===== config.mk =====
export PLATFORM = sky130hd
export DESIGN_NAME = prf_free_list
export DESIGN_NICKNAME = d
export VERILOG_FILES = /design/src/rtl/prf_free_list.sv
export SDC_FILE = /design/constraint.sdc
export NUM_CORES = 1
export LEC_CHECK = 0
export ABC_AREA = 1
export ABC_CLOCK_PERIOD_IN_PS = 2400
export CAP_MARGIN = 0
export CORE_AREA = 2 2 158 160
export DETAILED_ROUTE_END_ITERATION = 8
export DIE_AREA = 0 0 160 162
export SLEW_MARGIN = 20
export SYNTH_ARGS = -nofsm -noshare
export SYNTH_HDL_FRONTEND = slang
export SYNTH_SLANG_ARGS = --single-unit

===== constraint.sdc =====
create_clock -name clk -period 2.4 [get_ports clk]
set_clock_uncertainty 0.05 [all_clocks]
set_input_delay 0.24 -clock clk [delete_from_list [all_inputs] [get_ports clk]]
set_output_delay 0.24 -clock clk [all_outputs]
set_load 0.01 [all_outputs]

===== src/rtl/prf_free_list.sv =====
// rtl/prf_free_list.sv - multi-lane circular free list of physical register indices with speculative/committed heads
// Optional feature macro: FREE_LIST_CHECK_EN (in_list tracker plus sticky err_double_free output).
module prf_free_list #(
  parameter int PRF_DEPTH   = 64,
  parameter int ARF_DEPTH   = 32,
  parameter int ALLOC_WIDTH = 1,
  parameter int FREE_WIDTH  = 1,
  localparam int PRF_IDX    = $clog2(PRF_DEPTH),
  localparam int FL_DEPTH   = PRF_DEPTH - ARF_DEPTH,
  localparam int PTR_W      = $clog2(FL_DEPTH) + 1
) (
  input  logic                                  clk,
  input  logic                                  rst,
  input  logic [ALLOC_WIDTH-1:0]                alloc_req,
  output logic                                  alloc_ready,
  output logic [ALLOC_WIDTH-1:0][PRF_IDX-1:0]   alloc_phy,
  input  logic [FREE_WIDTH-1:0]                 commit_valid,
  input  logic [FREE_WIDTH-1:0][PRF_IDX-1:0]    commit_old_phy,
  input  logic                                  flush,
  output logic [PTR_W-1:0]                      free_count
`ifdef FREE_LIST_CHECK_EN
  ,
  output logic                                  err_double_free
`endif
);

  localparam int IDX_W = PTR_W - 1;
  localparam logic [PTR_W-1:0] FL_DEPTH_P = PTR_W'(FL_DEPTH);

  logic [PRF_IDX-1:0] entries [FL_DEPTH];
  logic [PTR_W-1:0] head_spec, head_cmt, tail;
  logic [PTR_W-1:0] head_spec_nxt, head_cmt_nxt, tail_nxt;
  logic [PTR_W-1:0] n_req, n_alloc, n_free;
  logic             alloc_fire;
  logic [FREE_WIDTH-1:0][IDX_W-1:0] wr_slot;

  // Advance a wrap-bit pointer by n, wrapping the index at FL_DEPTH and toggling the wrap bit.
  function automatic logic [PTR_W-1:0] ptr_add(input logic [PTR_W-1:0] p, input logic [PTR_W-1:0] n);
    logic [PTR_W-1:0] s;
    logic             w;
    s = {1'b0, p[IDX_W-1:0]} + n;
    w = p[PTR_W-1];
    if (s >= FL_DEPTH_P) begin
      s = s - FL_DEPTH_P;
      w = ~w;
    end
    return {w, s[IDX_W-1:0]};
  endfunction

  // Occupancy between two pointers: a - b, where a is at or ahead of b.
  function automatic logic [PTR_W-1:0] ptr_diff(input logic [PTR_W-1:0] a, input logic [PTR_W-1:0] b);
    logic [PTR_W-1:0] ai, bi;
    ai = {1'b0, a[IDX_W-1:0]};
    bi = {1'b0, b[IDX_W-1:0]};
    if (a[PTR_W-1] == b[PTR_W-1]) return ai - bi;
    return ai + FL_DEPTH_P - bi;
  endfunction

  assign alloc_ready = (free_count >= PTR_W'(ALLOC_WIDTH));

  // Compact requesting lanes onto consecutive entries starting at head_spec; zero-latency read.
  always_comb begin
    logic [PTR_W-1:0] cnt, p;
    cnt = '0;
    p   = '0;
    for (int i = 0; i < ALLOC_WIDTH; i++) begin
      p = ptr_add(head_spec, cnt);
      alloc_phy[i] = entries[p[IDX_W-1:0]];
      if (alloc_req[i]) cnt = cnt + PTR_W'(1);
    end
    n_req = cnt;
  end

  // Compact valid commit lanes onto consecutive slots starting at tail.
  always_comb begin
    logic [PTR_W-1:0] cnt, p;
    cnt = '0;
    p   = '0;
    for (int i = 0; i < FREE_WIDTH; i++) begin
      p = ptr_add(tail, cnt);
      wr_slot[i] = p[IDX_W-1:0];
      if (commit_valid[i]) cnt = cnt + PTR_W'(1);
    end
    n_free = cnt;
  end

  assign alloc_fire    = alloc_ready && (|alloc_req) && !flush;
  assign n_alloc       = alloc_fire ? n_req : '0;
  assign head_cmt_nxt  = ptr_add(head_cmt, n_free);
  assign tail_nxt      = ptr_add(tail, n_free);
  // A flush rewinds the speculative head to the committed head, including this cycle's commits.
  assign head_spec_nxt = flush ? head_cmt_nxt : ptr_add(head_spec, n_alloc);

  // Pointer, count and storage state; storage holds the non-architectural registers after reset.
  always_ff @(posedge clk) begin
    if (rst) begin
      head_spec  <= '0;
      head_cmt   <= '0;
      tail       <= {1'b1, {IDX_W{1'b0}}};
      free_count <= FL_DEPTH_P;
      for (int k = 0; k < FL_DEPTH; k++) begin
        entries[k] <= PRF_IDX'(ARF_DEPTH + k);
      end
    end else begin
      head_spec  <= head_spec_nxt;
      head_cmt   <= head_cmt_nxt;
      tail       <= tail_nxt;
      free_count <= ptr_diff(tail_nxt, head_spec_nxt);
      for (int i = 0; i < FREE_WIDTH; i++) begin
        if (commit_valid[i]) entries[wr_slot[i]] <= commit_old_phy[i];
      end
    end
  end

  // Simulation checks: commits may never outrun speculative allocations or overfill the list.
  always @(posedge clk) begin
    if (!rst) begin
      assert (n_free <= ptr_diff(head_spec, head_cmt))
        else $error("prf_free_list: head_cmt would pass head_spec");
      assert ((32'(ptr_diff(tail, head_spec)) + 32'(n_free)) <= 32'(FL_DEPTH))
        else $error("prf_free_list: free overflow, tail would pass head");
    end
  end

`ifdef FREE_LIST_CHECK_EN
  logic [PRF_DEPTH-1:0] in_list, in_list_base, in_list_nxt, rebuilt;
  logic                 flush_d, dbl_hit;

  // Membership rebuilt from the current free span [head_spec, tail) for use just after a flush.
  always_comb begin
    logic [PTR_W-1:0] span, off, hs;
    rebuilt = '0;
    span    = ptr_diff(tail, head_spec);
    hs      = {1'b0, head_spec[IDX_W-1:0]};
    off     = '0;
    for (int j = 0; j < FL_DEPTH; j++) begin
      if (PTR_W'(j) >= hs) off = PTR_W'(j) - hs;
      else                 off = PTR_W'(j) + FL_DEPTH_P - hs;
      if (off < span) rebuilt[entries[j]] = 1'b1;
    end
  end

  // Apply this cycle's allocations and frees, flagging frees of indices already in the list.
  always_comb begin
    in_list_base = flush_d ? rebuilt : in_list;
    in_list_nxt  = in_list_base;
    dbl_hit      = 1'b0;
    for (int i = 0; i < ALLOC_WIDTH; i++) begin
      if (alloc_fire && alloc_req[i]) in_list_nxt[alloc_phy[i]] = 1'b0;
    end
    for (int i = 0; i < FREE_WIDTH; i++) begin
      if (commit_valid[i]) begin
        if (in_list_base[commit_old_phy[i]]) dbl_hit = 1'b1;
        in_list_nxt[commit_old_phy[i]] = 1'b1;
      end
    end
  end

  // Membership register and sticky double-free flag.
  always_ff @(posedge clk) begin
    if (rst) begin
      for (int k = 0; k < PRF_DEPTH; k++) begin
        in_list[k] <= (k >= ARF_DEPTH);
      end
      flush_d         <= 1'b0;
      err_double_free <= 1'b0;
    end else begin
      in_list <= in_list_nxt;
      flush_d <= flush;
      if (dbl_hit) err_double_free <= 1'b1;
    end
  end
`endif

endmodule


== Yosys cells after proc, flatten, opt, wreduce, memory -nomap -nowiden ==
Memory sizes are Yosys's and may differ from the RTL's.
Cells that the tools add are included.

* Bits of input ports: 11
* Logic and storage cells: 54
* Flip-flop bits (word level): 24
* Memory bits (writable): 192
* Output and inout bits: 13
* Memories kept: 1

{| class="wikitable"
|+ Memory list
! memory !! depth !! bits a word !! rd ports !! clocked after memory_dff !! wr ports !! RTL line !! RTL
|-
| entries || 32 || 6 || 1 || 0 || 32 || 30 || <nowiki>logic [PRF_IDX-1:0] entries [FL_DEPTH];</nowiki>
|}

* Eq/ne operators: 1
* $lt $le $gt $ge: 6
* Reductions and logical operators: 4
* Bitwise gates (word level): 3
* Add/sub/neg operators: 11
* Muxes and demuxes: 24

{| class="wikitable"
|+ Operators by type and width
! operator !! count
|-
| $mux W5 || 6
|-
| $mux W6 || 5
|-
| $sub A5 B1 Y5 const B || 5
|-
| $ge A6 B6 Y1 const B || 3
|-
| $mux W1 || 13
|-
| $add A5 B1 Y6 || 2
|-
| $ge A5 B6 Y1 const B || 2
|-
| $add A5 B6 Y6 || 1
|-
| $add A5 B6 Y6 const B || 1
|-
| $ge A6 B1 Y1 const B || 1
|-
| $reduce_or A6 Y1 || 1
|-
| $sub A5 B5 Y6 || 1
|-
| $sub A6 B5 Y6 || 1
|-
| $not A1 Y1 || 3
|-
| $logic_and A1 B1 Y1 || 2
|-
| $eq A1 B1 Y1 || 1
|-
| $logic_not A1 Y1 || 1
|}

== Depth between registers and ports, before layout ==
* Depth in word-level cells: 12
* Mapped depth: 21
* Gate-level depth less buffers: 21

== Least setup slack after synthesis ==
OpenSTA, ideal clock, no wires.

* Path kind: register -> register
* Start point: reg free_count[3]
* End point: reg free_count[4]
* Clock period less this slack: 2.473 ns
* Slack: -0.073 ns
* Arrival: 2.303 ns
* Path buffers: 0
* Required time: 2.231 ns
* Stages on the path, launching flop included: 17
* Cell sequence: dfxtp_1 nor4_1 nand2_1 nand3_1 inv_1 ha_1 nand2_1 nand2_1 ha_1 inv_1 fa_1 nand2_1 inv_1 o21ai_0 nand2_1 o21ai_0 a21oi_1

* Elaborated cells between the ends (all ways): 17
* Classes of those cells: add/sub (4); order compare (2); eq/ne (1); mux (8); reduce/logical (2)

{| class="wikitable"
|+ RTL lines
! element !! RTL line !! RTL
|-
| start, declared || 20 || <nowiki>output logic [PTR_W-1:0] free_count</nowiki>
|-
| start signal, assigned || 108 || <nowiki>free_count <= ptr_diff(tail_nxt, head_spec_nxt);</nowiki>
|-
| $ge A6 B1 Y1 * || 59 || <nowiki>assign alloc_ready = (free_count >= PTR_W'(ALLOC_WIDTH));</nowiki>
|-
| via alloc_ready || 15 || <nowiki>output logic alloc_ready,</nowiki>
|-
| $logic_and A1 B1 Y1 * (2 in series) || 87 || <nowiki>assign alloc_fire = alloc_ready && (|alloc_req) && !flush;</nowiki>
|-
| $mux W6 * || 88 || <nowiki>assign n_alloc = alloc_fire ? n_req : '0;</nowiki>
|-
| $add A5 B6 Y6 * || 41 || <nowiki>s = {1'b0, p[IDX_W-1:0]} + n;</nowiki>
|-
| $sub A5 B1 Y5 or $ge A6 B6 Y1 (tied branches) || 44, 43 ||
|-
| $mux W5 * || 43 || <nowiki>if (s >= FL_DEPTH_P) begin</nowiki>
|-
| $mux W6 * || 92 || <nowiki>assign head_spec_nxt = flush ? head_cmt_nxt : ptr_add(head_spec, n_alloc);</nowiki>
|-
| via head_spec_nxt[0] || 32 || <nowiki>logic [PTR_W-1:0] head_spec_nxt, head_cmt_nxt, tail_nxt;</nowiki>
|-
| $sub A5 B5 Y6 || 55 || <nowiki>if (a[PTR_W-1] == b[PTR_W-1]) return ai - bi;</nowiki>
|-
| $mux W6 || 55 ||
|-
| $mux W6 * || 56 || <nowiki>return ai + FL_DEPTH_P - bi;</nowiki>
|}

Mark *: on every way through the listed nets, which the timed path passes. The rest lies on a longest branch. The select of a mux whose other input is x is not followed.
A chain may end at the register's enable or synchronous reset.

== Final worst setup path ==
* Start point: reg free_count[5]
* End point: reg head_spec[3]

* Cells in the longest elaborated chain, start to end: 8
* Elaborated cells between the ends (all ways): 9
* Classes of those cells: add/sub (2); order compare (2); mux (3); reduce/logical (2)

{| class="wikitable"
|+ Ends and longest elaborated chain
! element !! RTL line !! RTL
|-
| $ge A6 B1 Y1 * || 59 ||
|-
| $logic_and A1 B1 Y1 * (2 in series) || 87 ||
|-
| $mux W6 * || 88 ||
|-
| $add A5 B6 Y6 * || 41 ||
|-
| $sub A5 B1 Y5 or $ge A6 B6 Y1 (tied branches) || 44, 43 ||
|-
| $mux W5 * || 43 ||
|-
| $mux W6 * || 92 ||
|-
| end signal, assigned || 105 || <nowiki>head_spec <= head_spec_nxt;</nowiki>
|-
| end, declared || 31 || <nowiki>logic [PTR_W-1:0] head_spec, head_cmt, tail;</nowiki>
|}

Every way passes the cells marked *; elsewhere a longest branch is shown, timed or not.

==> results <==
==> cell usage after synthesis (7+ instances only) <==
library cell	instances	area share (%)
inv_1	113	3.9
nor2_4	24	2.5
o21ai_0	13	0.61
nor2_1	148	5.2
inv_2	16	0.56
clkbuf_1	32	1.1
ha_1	11	1.3
a21oi_1	18	0.84
edfxtp_1	192	54
nand2_1	486	17
xor2_1	7	0.57
nand3_1	103	4.8
buf_4	12	0.84
nor2_2	7	0.41
buf_2	18	0.84
nor3_1	7	0.33
dfxtp_1	24	4.5
==> routing by layer <==
layer / wire length (um) / track usage [%]
met1: 13000 / 31.1
met2: 14000 / 37.4
met3: 1930 / 2.73
met4: 771 / 6.14
met5: 0 / 0
==> where the power goes <==
group	leakage, nW	switching (mW)	internal, mW
clock	0.391	1.49	2.13
sequential	1.79	0.0504	4.17
combinational	3.18	0.890	0.576
total	5.36	2.43	6.87
==> cells by family after synthesis <==
kind of cell             share of synthesized area (%)
AO/OA/AOI/OAI                                     1.63
XOR/XNOR                                         0.570
adder cells (fa/ha/maj)                           1.47
buffers and inverters                             7.53
flip-flops                                        58.1
AND/OR/NAND/NOR                                   30.7
==> tightest hold or removal path: stages <==
cell and delay (ps):
clkdlybuf4s50_1 410, buf_4 210, nor2_1 100
==> final cells by class <==
type | instances | area [um2] | share of cell area [%]
Timing Repair inverter | 1 | 11.3 | 0.0827
Timing Repair Buffer | 115 | 1270 | 9.33
Inverter | 131 | 532 | 3.90
Sequential cell | 216 | 6260 | 45.9
Clock inverter | 12 | 85.1 | 0.624
Multi-Input combinational cell | 833 | 4370 | 32.1
Clock buffer | 32 | 692 | 5.08
Tap cell | 324 | 405 | 2.98
==> worst max path at each step <==
stage	slack (ps)	cells after the start	start	to
floorplan	-10	19	free_count[5]	free_count[5]
global placement	-300	13	commit_valid	free_count[5]
detailed placement	-340	15	commit_valid	free_count[5]
CTS	-60	19	free_count[3]	free_count[5]
global route	-210	16	free_count[5]	free_count[5]
finish	-50	16	free_count[5]	head_spec[3]
==> what timing repair did <==
action / CTS / global route
gates resized for setup: 123 / 122
pin swaps: 45 / 53
gates cloned: 6 / 7
setup endpoints to repair: 9 / 10
hold buffers: 0 / 0
buffers inserted: 22 / 3
==> registers in the layout (all words and copies together) (netlist names) <==
signal	cells
head_cmt	6
entries	192
free_count	6
head_spec	6
tail	6
==> results by stage <==
Status:
- The flow ran to the end, but the final reports show violations.
- The final reports fail on setup timing.

Floorplan:
- The number of placed I/O pins is 24.
- The core region is around 24000 um2.
- The die is between 150 and 200 um tall.
- The total number of placement rows is 57.
- For this configuration, the core starts out at a cell density of between 40% and 50%.
- The die is approximately 160 um wide.
- The die covers approximately 26000 um2.

Worst setup path:
- The critical path in this run is classified as reg -> reg.
- Among the stages of the critical path, the cell type that occurs most often is buf_4.
- The critical path endpoint category is a register.
- The origin of the critical flop-to-flop path is free_count[5].
- The combined buffer and inverter count along the critical path is 8.
- The highest net fanout along the worst path is 2.
- The setup slack of the worst register-to-register path is -50 ps.
- STA classifies the critical path startpoint as a register.
- The reg-to-reg critical path endpoint is head_spec[3].
- The largest stage delay on the critical path is approximately 330 ps.
- STA puts the critical path data required time at about 2800 ps.
- The signal on the critical path passes through nor4_4, nand2_1, nand3_2, inv_2, ha_2, nand3_2, xor2_2, o21ai_2, buf_4, buf_4, buf_4, buf_4, buf_4, buf_4, buf_4, nor2_2.
- At the worst endpoint, the arrival time is 2850 ps.
- The cell with the largest stage delay on the worst path is dfxtp_2.
- The top cell family by delay on the critical path is buffers and inverters.
- The number of cells on the worst reg-to-reg path is 16.

Yosys:
- The Yosys warning count is 0.
- The average footprint of a synthesized cell is between 8 and 9 um2.
- The net count after synthesis is about 1300.
- Yosys mapped a number of flops with a built-in enable equal to between 150 and 200.
- The sequential cell area fraction in the yosys report is between 50% and 60%.
- Counting flops and latches in the post-synthesis netlist gives approximately 220.
- The fraction of registers with async set or reset after synthesis is 0%.
- Yosys mapped the design onto 27 distinct sky130hd cell types.
- The most used flip-flop cell after synthesis is edfxtp_1.
- The post-synthesis cell area is 10700 um2.
- In the synthesized netlist, the number of instances is about 1200.

STA:
- The max-slew violation count is 0.
- The share of the cycle needed by the critical path after routing is 102%.
- The final worst hold slack is 442 ps.
- Setup repair after global routing could not meet its margin everywhere.
- The count of final setup violators is 4.
- The final critical-path required period is between 2000 and 2500 ps.
- The transition time at the pin with the least slew margin is roughly 600 ps.
- The count of endpoints failing hold in the final timing report is 0.
- The highest clock frequency the design can meet is around 0.4 GHz.
- The tightest slew margin relative to the limit is 60.0%.
- In the final timing run, aggregate negative setup slack is -121 ps.
- In the post-route analysis, the smallest setup slack over all paths is -52.0 ps.

Placed design:
- The number of placed instances with taps included is ~1600.
- Timing analysis after detailed placement gives a worst setup slack of -335 ps.
- The final weighted congestion in routability-driven placement is ~0.84.
- Detailed placement ended at an HPWL of between 15000 and 20000 um.
- In this run the tool buffered the top-level ports with 23 buffer cells.
- Summing all placed instances gives a cell area of about 12000 um2.

Clock tree:
- The later pin in the worst-skew pair is clocked with a latency of ~520 ps.
- For this design, the sink count on the clock tree is about 220.
- The tree is rooted in a clkbuf_16.
- The number of CTS-inserted buffers is 24.
- The CTS H-tree depth is 1.
- The clock tree from TritonCTS is yes.
- The longest clock path from root to sink contains 3 buffers.
- After clock tree synthesis, the clock-pin slew on the worst setup and hold paths is ~60 ps.

Final layout:
- The area added between synthesis and finish is 26.7%.
- The fraction of layout instances using a drive strength above 1 is approximately 26%.
- The top cell types in the final layout, fill and taps aside, are 437 x nand2_1, 192 x edfxtp_1, 128 x nor2_1.
- The finished cells cover between 10000 and 15000 um2.
- The most common cell after layout, fill and taps aside is nand2_1.
- The layout filler cell count is 2187.
- Cells fill a little under three fifths of the core in the end.
- The post-route non-filler standard cell count is roughly 1700.
- The count of antenna diodes in the layout is 0.
- The number of nets in the finished design is around 1300.

Detailed routing:
- The first routing iteration left 694 violations.
- After detailed routing, the number of vias per cell comes to 5.07.
- The total routed wirelength is roughly 30000 um.
- The first-pass iteration count of the detailed router is 5.
- In the routed design, unresolved DRC markers number 0.
- Across all layers, the routed design uses roughly 8400 vias.
- Once detail routing completed, the nets flagged for antenna violations numbered 0.
- The final routed wire length divided by cell count is ~18 um.

Hold path:
- The worst hold path begins at rst.
- The hold-critical path depth is 3.
- The destination of the worst hold path is free_count[0].
- The path category of the worst min-delay check is in -> reg.

Pwr:
- Power spread over the standard cell area amounts to slightly below 700 nW/um2.
- The overall power after layout is slightly above 9 mW.
- The worst-case IR drop observed on VDD is about 400 uV.
- The analysis attributes to cell leakage a power of between 5 and 6 nW.

GRT:
- The number of global-route vias before repair was between 8000 and 9000.
- The overall overflow remaining after global route is 0.
- The number of antenna violations at the first check in global routing came to 0.
- The first global-routing pass estimated between 40000 and 50000 um of wire.
- Global routing used between 20% and 30% of the available tracks.
- Entering global routing, the biggest net connects 38 pins.

Flow run:
- Across the run, the number of max-cap violations was 0.
Note: power is estimated with default switching activity, not from simulation.
